$ cat config.mk
export PLATFORM = sky130hd
export DESIGN_NAME = sat_counter
export DESIGN_NICKNAME = d
export VERILOG_FILES = /design/src/rtl/en_dff_checker_sat_counter.sv
export SDC_FILE = /design/constraint.sdc
export NUM_CORES = 1
export LEC_CHECK = 0
export CAP_MARGIN = 10
export CORE_MARGIN = 3
export CORE_UTILIZATION = 31
export CTS_BUF_LIST = sky130_fd_sc_hd__clkbuf_8
export DETAILED_ROUTE_END_ITERATION = 8
export DONT_BUFFER_PORTS = 1
export MAX_ROUTING_LAYER = met4
export PLACE_DENSITY_LB_ADDON = 0.1
export SYNTH_ARGS = -nofsm -noshare
export SYNTH_HDL_FRONTEND = slang
export SYNTH_SLANG_ARGS = --single-unit
$ cat constraint.sdc
create_clock -name clk -period 4 [get_ports clk]
set_clock_uncertainty 0.1 [all_clocks]
set_input_delay 1 -clock clk [delete_from_list [all_inputs] [get_ports clk]]
set_output_delay 1 -clock clk [all_outputs]
set_load 0.01 [all_outputs]
$ cat src/rtl/en_dff_checker_sat_counter.sv
// Saturating up-counter: holds at all-ones, clear wins over increment.
module sat_counter #(
  parameter int W = 8
) (
  input  logic         clk,
  input  logic         rst,
  input  logic         clr,
  input  logic         inc,
  output logic [W-1:0] count
);

  logic [W-1:0] count_q;
  logic [W-1:0] count_d;

  always_comb begin
    count_d = count_q;
    if (clr) begin
      count_d = '0;
    end else if (inc && (count_q != '1)) begin
      count_d = count_q + 1'b1;
    end
  end

  always_ff @(posedge clk) begin
    if (rst) begin
      count_q <= '0;
    end else begin
      count_q <= count_d;
    end
  end

  assign count = count_q;

endmodule

# == Word level (Yosys, flattened, before mapping) ==
# Index checks and enable logic that the tools add are counted.
# Widths: inputs -> output; s select.
# word_totals
reg_bits,8
latch_bits,0
ramBits,0
mem_bits_ro,0
input_bits,4
out_inout_bits,8
wordCells,5
n_memories,0
# op_classes
n_addsub,1
mul,0
n_div,0
n_lt_le_gt_ge,0
n_eq_ne,1
shift,0
n_mux,0
n_bitwise,0
reduce_logical,2
# ops
operator,count
$add 8x1->8 const B,1
$ne 8x8->1 const B,1
$reduce_or 2->1,1
$logic_and 1x1->1,1

# == Logic depth before layout (Yosys ltp) ==
# Gate-level depths: netlist of run 1.
# logic_depth
ltp_word,2
mapped_depth,4
mapped_depth_nobuf,4

# == Worst setup path before layout of run 1 ==
# No wires, ideal clock.
# synth_path
path_kind,in2reg
start,input inc
end,register count_q[5] (netlist: count[5])
setup_time_ps,100
arrival_ps,1681
required_ps,3800
path_slack_ps,2120
stages,3
n_path_buf,0
cell_sequence,and4_1 -> and3_1 -> a2111oi_4
# synth_via
elab_chain_cells,1
# synth_rtl
item,line,rtl
from (decl),8,"input logic inc,"
$logic_and 1x1->1,19,end else if (inc && (count_q != '1)) begin
to (signal assigned),28,count_q <= count_d;
to (decl),12,logic [W-1:0] count_q;
# No other way between the ends.
# A chain may end at the register's enable or synchronous reset.

# == Worst setup path after layout of run 1 ==
# layout_path
start,register count_q[3] (netlist: count[3])
end,output count[3]
# layout_rtl
item,line,rtl
to (decl),9,output logic [W-1:0] count
# No word-level cell between the ends.

==> results_dict.tcl, run 1 <==
set metrics [dict create \
    worstPathMaxFanout 8 \
    clock_path_buffers 2 \
    post_cts_buffers 0 \
    crit_arrival_ns 0.73 \
    coreArea_um2 1200 \
    slew_headroom 0.716 \
    p_leak_nw 0.178 \
    drtPass1Iterations 3 \
    clk_latency_ns 0.23 \
    synth_nets 52 \
    root_buffer "clkbuf_8" \
    hpwl_um 736 \
    routabilityCongestion 0.716 \
    grt_pass1_wl_um 1650 \
    holdPathStages 2 \
    setup_violations 0 \
    synth_area_leaders "dfxtp_1 (37%), mux2i_1 (9.2%), a2111oi_4 (6.3%)" \
    cts_max_level 1 \
    final_cell_mix "dfxtp_1 (8), nand2_1 (6), mux2i_1 (4), a21oi_1 (4)" \
    min_path_type "reg2reg" \
    period_share 0.456 \
    fin_cells 63 \
    fmax_mhz 548 \
    ir_worst_vdd_mv 0.259 \
    die_h_um 43.5 \
    detail_route.vias_per_cell 5.81 \
    nNetsFinal 56 \
    remaining_drc_errors 0 \
    die-area_um2 1890 \
    syn_inst 47 \
    grt_pass1_vias 356 \
    yosys_warnings 0 \
    postCtsHoldBufs 0 \
    rsz0062_at_grt "false" \
    antenna_found_initial 0 \
    min_period_ns 1.83 \
    yosys_register_bits 8 \
    syn_to_final_growth_pct 11.8 \
    row_count 12 \
    cp-start-kind "flip-flop" \
    track_usage 0.123 \
    whs_ns 0.444 \
    final-max-slew-violation-count 0 \
    overflow 0 \
    ios 12 \
    wl_per_cell_um 14.8 \
    port_buffers 0 \
    seq_area_frac_synth 0.368 \
    cts.repair.resized 0 \
    cts_made_buffers 3 \
    max_cap_violations 0 \
    cp.depth 0 \
    clk_pin_slew_ns 0.04 \
    final_common_cell "dfxtp_1" \
    endpoint_kind "primary output" \
    synth_area_um2 435 \
    ant_nets 0 \
    cts_sinks 8 \
    powerDensity_nw_per_um2 375 \
    largest_reg_flops 8 \
    cts_tree "yes" \
    cp.required_ns 2.90 \
    drtIter0Drc 3 \
    grt_max_degree 9 \
    die_w_um 43.5 \
    ys.flop_type "dfxtp_1" \
    setup-tns-final_ns 0 \
    worst_pin_slew_ns 0.424 \
    synth-edff-count 0 \
    layout-drive-gt1-share 0.102 \
    start_util 0.363 \
    hold_viol 0 \
    power_w 0.000183 \
    synth_cell_types 21 \
    diodes 0 \
    placedCellCount 60 \
    worst-setup-path-type "reg2out" \
    wl_um 932 \
    routed-via-count 366 \
    utilization 0.405 \
    async_reset_ff_frac 0 \
    outcome "completed" \
    synth_top_area_cell "dfxtp_1" \
    yosysTopAreaCellShare 0.368 \
    r2r_cells 4 \
    syn_avg_cell_area_um2 9.26 \
]
[Yosys cell counts, types with 2 or more instances]
cell and count:
dfxtp_1 8, nand2_1 6, a21oi_1 4, mux2i_1 4
and3_1 3, or3_1 3, a21boi_1 2, and4_1 2
nand3_1 2, nand4_1 2
[metrics by stage]
step | worst slack, ns | area, um^2
6_report | 2.17 | 487
5_1_grt | 2.13 | 487
4_1_cts | 2.17 | 487
3_5_place_dp | 2.07 | 445
3_3_place_gp | 2.09 | 445
2_1_floorplan | 2.12 | 435
[cell type report]
| type | count | area (um^2) |
|---|---|---|
| sequential | 8 | 160 |
| multi-input combinational | 37 | 264 |
| inverter | 1 | 3.75 |
| fill | 124 | 714 |
| tap | 14 | 17.5 |
| clock buffer | 3 | 41.3 |
[layer usage]
metal	part of all wire	wire length [um]	global-route usage	up-vias
met5	0	0	-	-
met2	0.49	461	0.180	12
met3	0.070	65	0.0913	0
met1	0.44	406	0.139	167
li1	-	-	-	187
met4	0	0	0.0181	0
[final timing paths]
kind,startpoint,endpoint,slack (ns)
setup / recovery,count[3],count[3],2.17
setup reg to reg,count[0],count[6],2.38
hold / removal,count[1],count[1],0.44
hold reg to reg,count[1],count[1],0.44
[where the power goes]
| group | switching, W | internal [W] | leakage, nW |
|---|---|---|---|
| clock | 0.0000311 | 0.0000651 | 0.0216 |
| combinational | 0.00000230 | 0.00000217 | 0.0916 |
| sequential | 0.00000116 | 0.0000808 | 0.0646 |
[logic make-up (layout without fill, tap and decap cells)]
| kind of cell | count (synthesis) | in the layout | synth area share |
|---|---|---|---|
| AOI/OAI and AO/OA | 10 | 10 | 0.195 |
| adders and majority gates | 1 | 1 | 0.0287 |
| buffers and inverters | 2 | 4 | 0.0259 |
| DFF | 8 | 8 | 0.368 |
| muxes | 4 | 4 | 0.0920 |
| and+or+nand+nor | 22 | 22 | 0.290 |
[worst min-delay path, delay by kind of cell (launching register included)]
kind	cells	cell delay, ns
DFF	1	0.35
muxes	1	0.06
and+or+nand+nor	1	0.08
(Power assumes the default switching activity.)
==> run 2: changes to the inputs <==
clock period = 1.74 ns   (was 4 ns; I/O delays follow)
==> run 2 against run 1 <==
Net effect:
- first-iteration DRC count did not move
- highest routed layer is now met4
- register-to-register slack got worse by 2.2 ns
- combinational power rose to 3.2 times the previous value
- critical path type is now reg2reg
- count of clock-buffer cells in the layout did not move
- sequential cell count did not move
- power rose by 130%
- hold slack got worse by 0.28 ns
==> results_dict.tcl, run 2 (synthesis results as in run 1) <==
set metrics [dict create \
    min_from "clr" \
    grt_pass1_wl_um 1580 \
    grt_pass1_vias 365 \
    fillCellCount 132 \
    path_cells "and4_1 > a21boi_2 > a2111oi_4" \
    layout-drive-gt1-share 0.137 \
    regToRegEndpoint "count[5]" \
    drtPass1Iterations 3 \
    hold_end "count[5]" \
    routed-via-count 378 \
    ant_nets 0 \
    cts_sinks 8 \
    diodes 0 \
    p_leak_nw 0.189 \
    crit_arrival_ns 1.56 \
    cp_top_family "flip-flops" \
    post_cts_buffers 0 \
    powerDensity_nw_per_um2 855 \
    min_path_type "in2reg" \
    root_buffer "clkbuf_8" \
    die-area_um2 1890 \
    r2r_start "count[3]" \
    start_util 0.363 \
    grt_max_degree 9 \
    worstPathMaxFanout 8 \
    worst-setup-path-type "reg2reg" \
    outcome "completed" \
    multiInputGateArea_um2 264 \
    placedCellCount 62 \
    whs_ns 0.162 \
    period_share 0.878 \
    final_cell_mix "dfxtp_1 (8), nand2_1 (6), mux2i_1 (4), a21oi_1 (4)" \
    track_usage 0.119 \
    coreArea_um2 1200 \
    hpwl_um 700 \
    finalInstanceArea_um2 502 \
    critPathMaxStageDelay_ns 0.50 \
    die_h_um 43.5 \
    endpoint_kind "flip-flop" \
    clk_latency_ns 0.23 \
    antenna_found_initial 0 \
    routabilityCongestion 0.693 \
    cts_made_buffers 3 \
    setup-tns-final_ns 0 \
    dpl_cell_area_um2 460 \
    cts.repair.resized 0 \
    rsz0062_at_grt "false" \
    ir_worst_vdd_mv 0.346 \
    cts_tree "yes" \
    remaining_drc_errors 0 \
    worst_pin_slew_ns 0.427 \
    clk_pin_slew_ns 0.04 \
    cts_max_level 1 \
    cp_slowest_cell "dfxtp_1" \
    drtIter0Drc 3 \
    fmax_mhz 655 \
    cp.depth 3 \
    r2r_cells 3 \
    ios 12 \
    cp.required_ns 1.77 \
    wl_um 946 \
    max_cap_violations 0 \
    cp-start-kind "flip-flop" \
    regArea_um2 160 \
    final-max-slew-violation-count 0 \
    hold_viol 0 \
    nNetsFinal 58 \
    postCtsHoldBufs 0 \
    wl_per_cell_um 14.6 \
    fin_cells 65 \
    syn_to_final_growth_pct 15.2 \
    worst-path-buf-inv 0 \
    clock_path_buffers 2 \
    detail_route.vias_per_cell 5.82 \
    reg2reg_slack_ns 0.21 \
    slew_headroom 0.714 \
    port_buffers 0 \
    row_count 12 \
    die_w_um 43.5 \
    final_common_cell "dfxtp_1" \
    largest_reg_flops 8 \
    overflow 0 \
    setup_violations 0 \
    min_period_ns 1.53 \
    holdPathStages 1 \
]
==> run 2: cell count changes in the layout (fill, tap and decap cells not counted), sizes merged <==
cell,previous run,this run
buf,0,2
==> run 2: through the flow <==
stage / total power (W) / utilization / setup WS (ns)
floorplan: 0.000200 / - / 0.230
global placement: 0.000204 / 0.383 / 0.238
detailed placement: 0.000204 / 0.383 / 0.233
CTS: 0.000436 / 0.418 / 0.217
global route: 0.000448 / 0.418 / 0.122
finish: 0.000429 / 0.418 / 0.213
==> run 2: cell type report <==
cell class | count | area share
multi-input cells | 37 | 0.526
clock buffers | 3 | 0.0823
well taps | 14 | 0.0349
repair buffers | 2 | 0.0299
inverters | 1 | 0.00748
flip-flops and latches | 8 | 0.319
==> run 2: power by group <==
| part | total (W) | switching [W] | internal [W] |
|---|---|---|---|
| logic | 0.0000143 | 0.00000742 | 0.00000688 |
| clock network | 0.000228 | 0.0000778 | 0.000150 |
| registers | 0.000186 | 0.000000826 | 0.000186 |
==> run 2: worst max path at each step <==
stage                   from       end  slack [ns]
CTS                 count[3]  count[5]        0.22
global placement    count[3]  count[5]        0.24
finish              count[3]  count[5]        0.21
global route        count[3]  count[5]        0.12
detailed placement  count[3]  count[5]        0.23
floorplan           count[0]  count[6]        0.23
==> run 2: metal layers <==
metal / wire length, um / vias to the layer above / share of wire / GRT usage
met5: 0 / - / 0 / -
met4: 23 / 0 / 0.024 / 0.0904
met3: 53 / 3 / 0.056 / 0.0498
met2: 430 / 9 / 0.45 / 0.171
met1: 439 / 175 / 0.46 / 0.128
li1: - / 191 / - / -
==> run 2: worst reg2reg max path: cells and delay by family (launching register included) <==
family / cells / cell delay, ns
DFF: 1 / 0.50
AOI/OAI and AO/OA: 2 / 0.44
and+or+nand+nor: 1 / 0.40
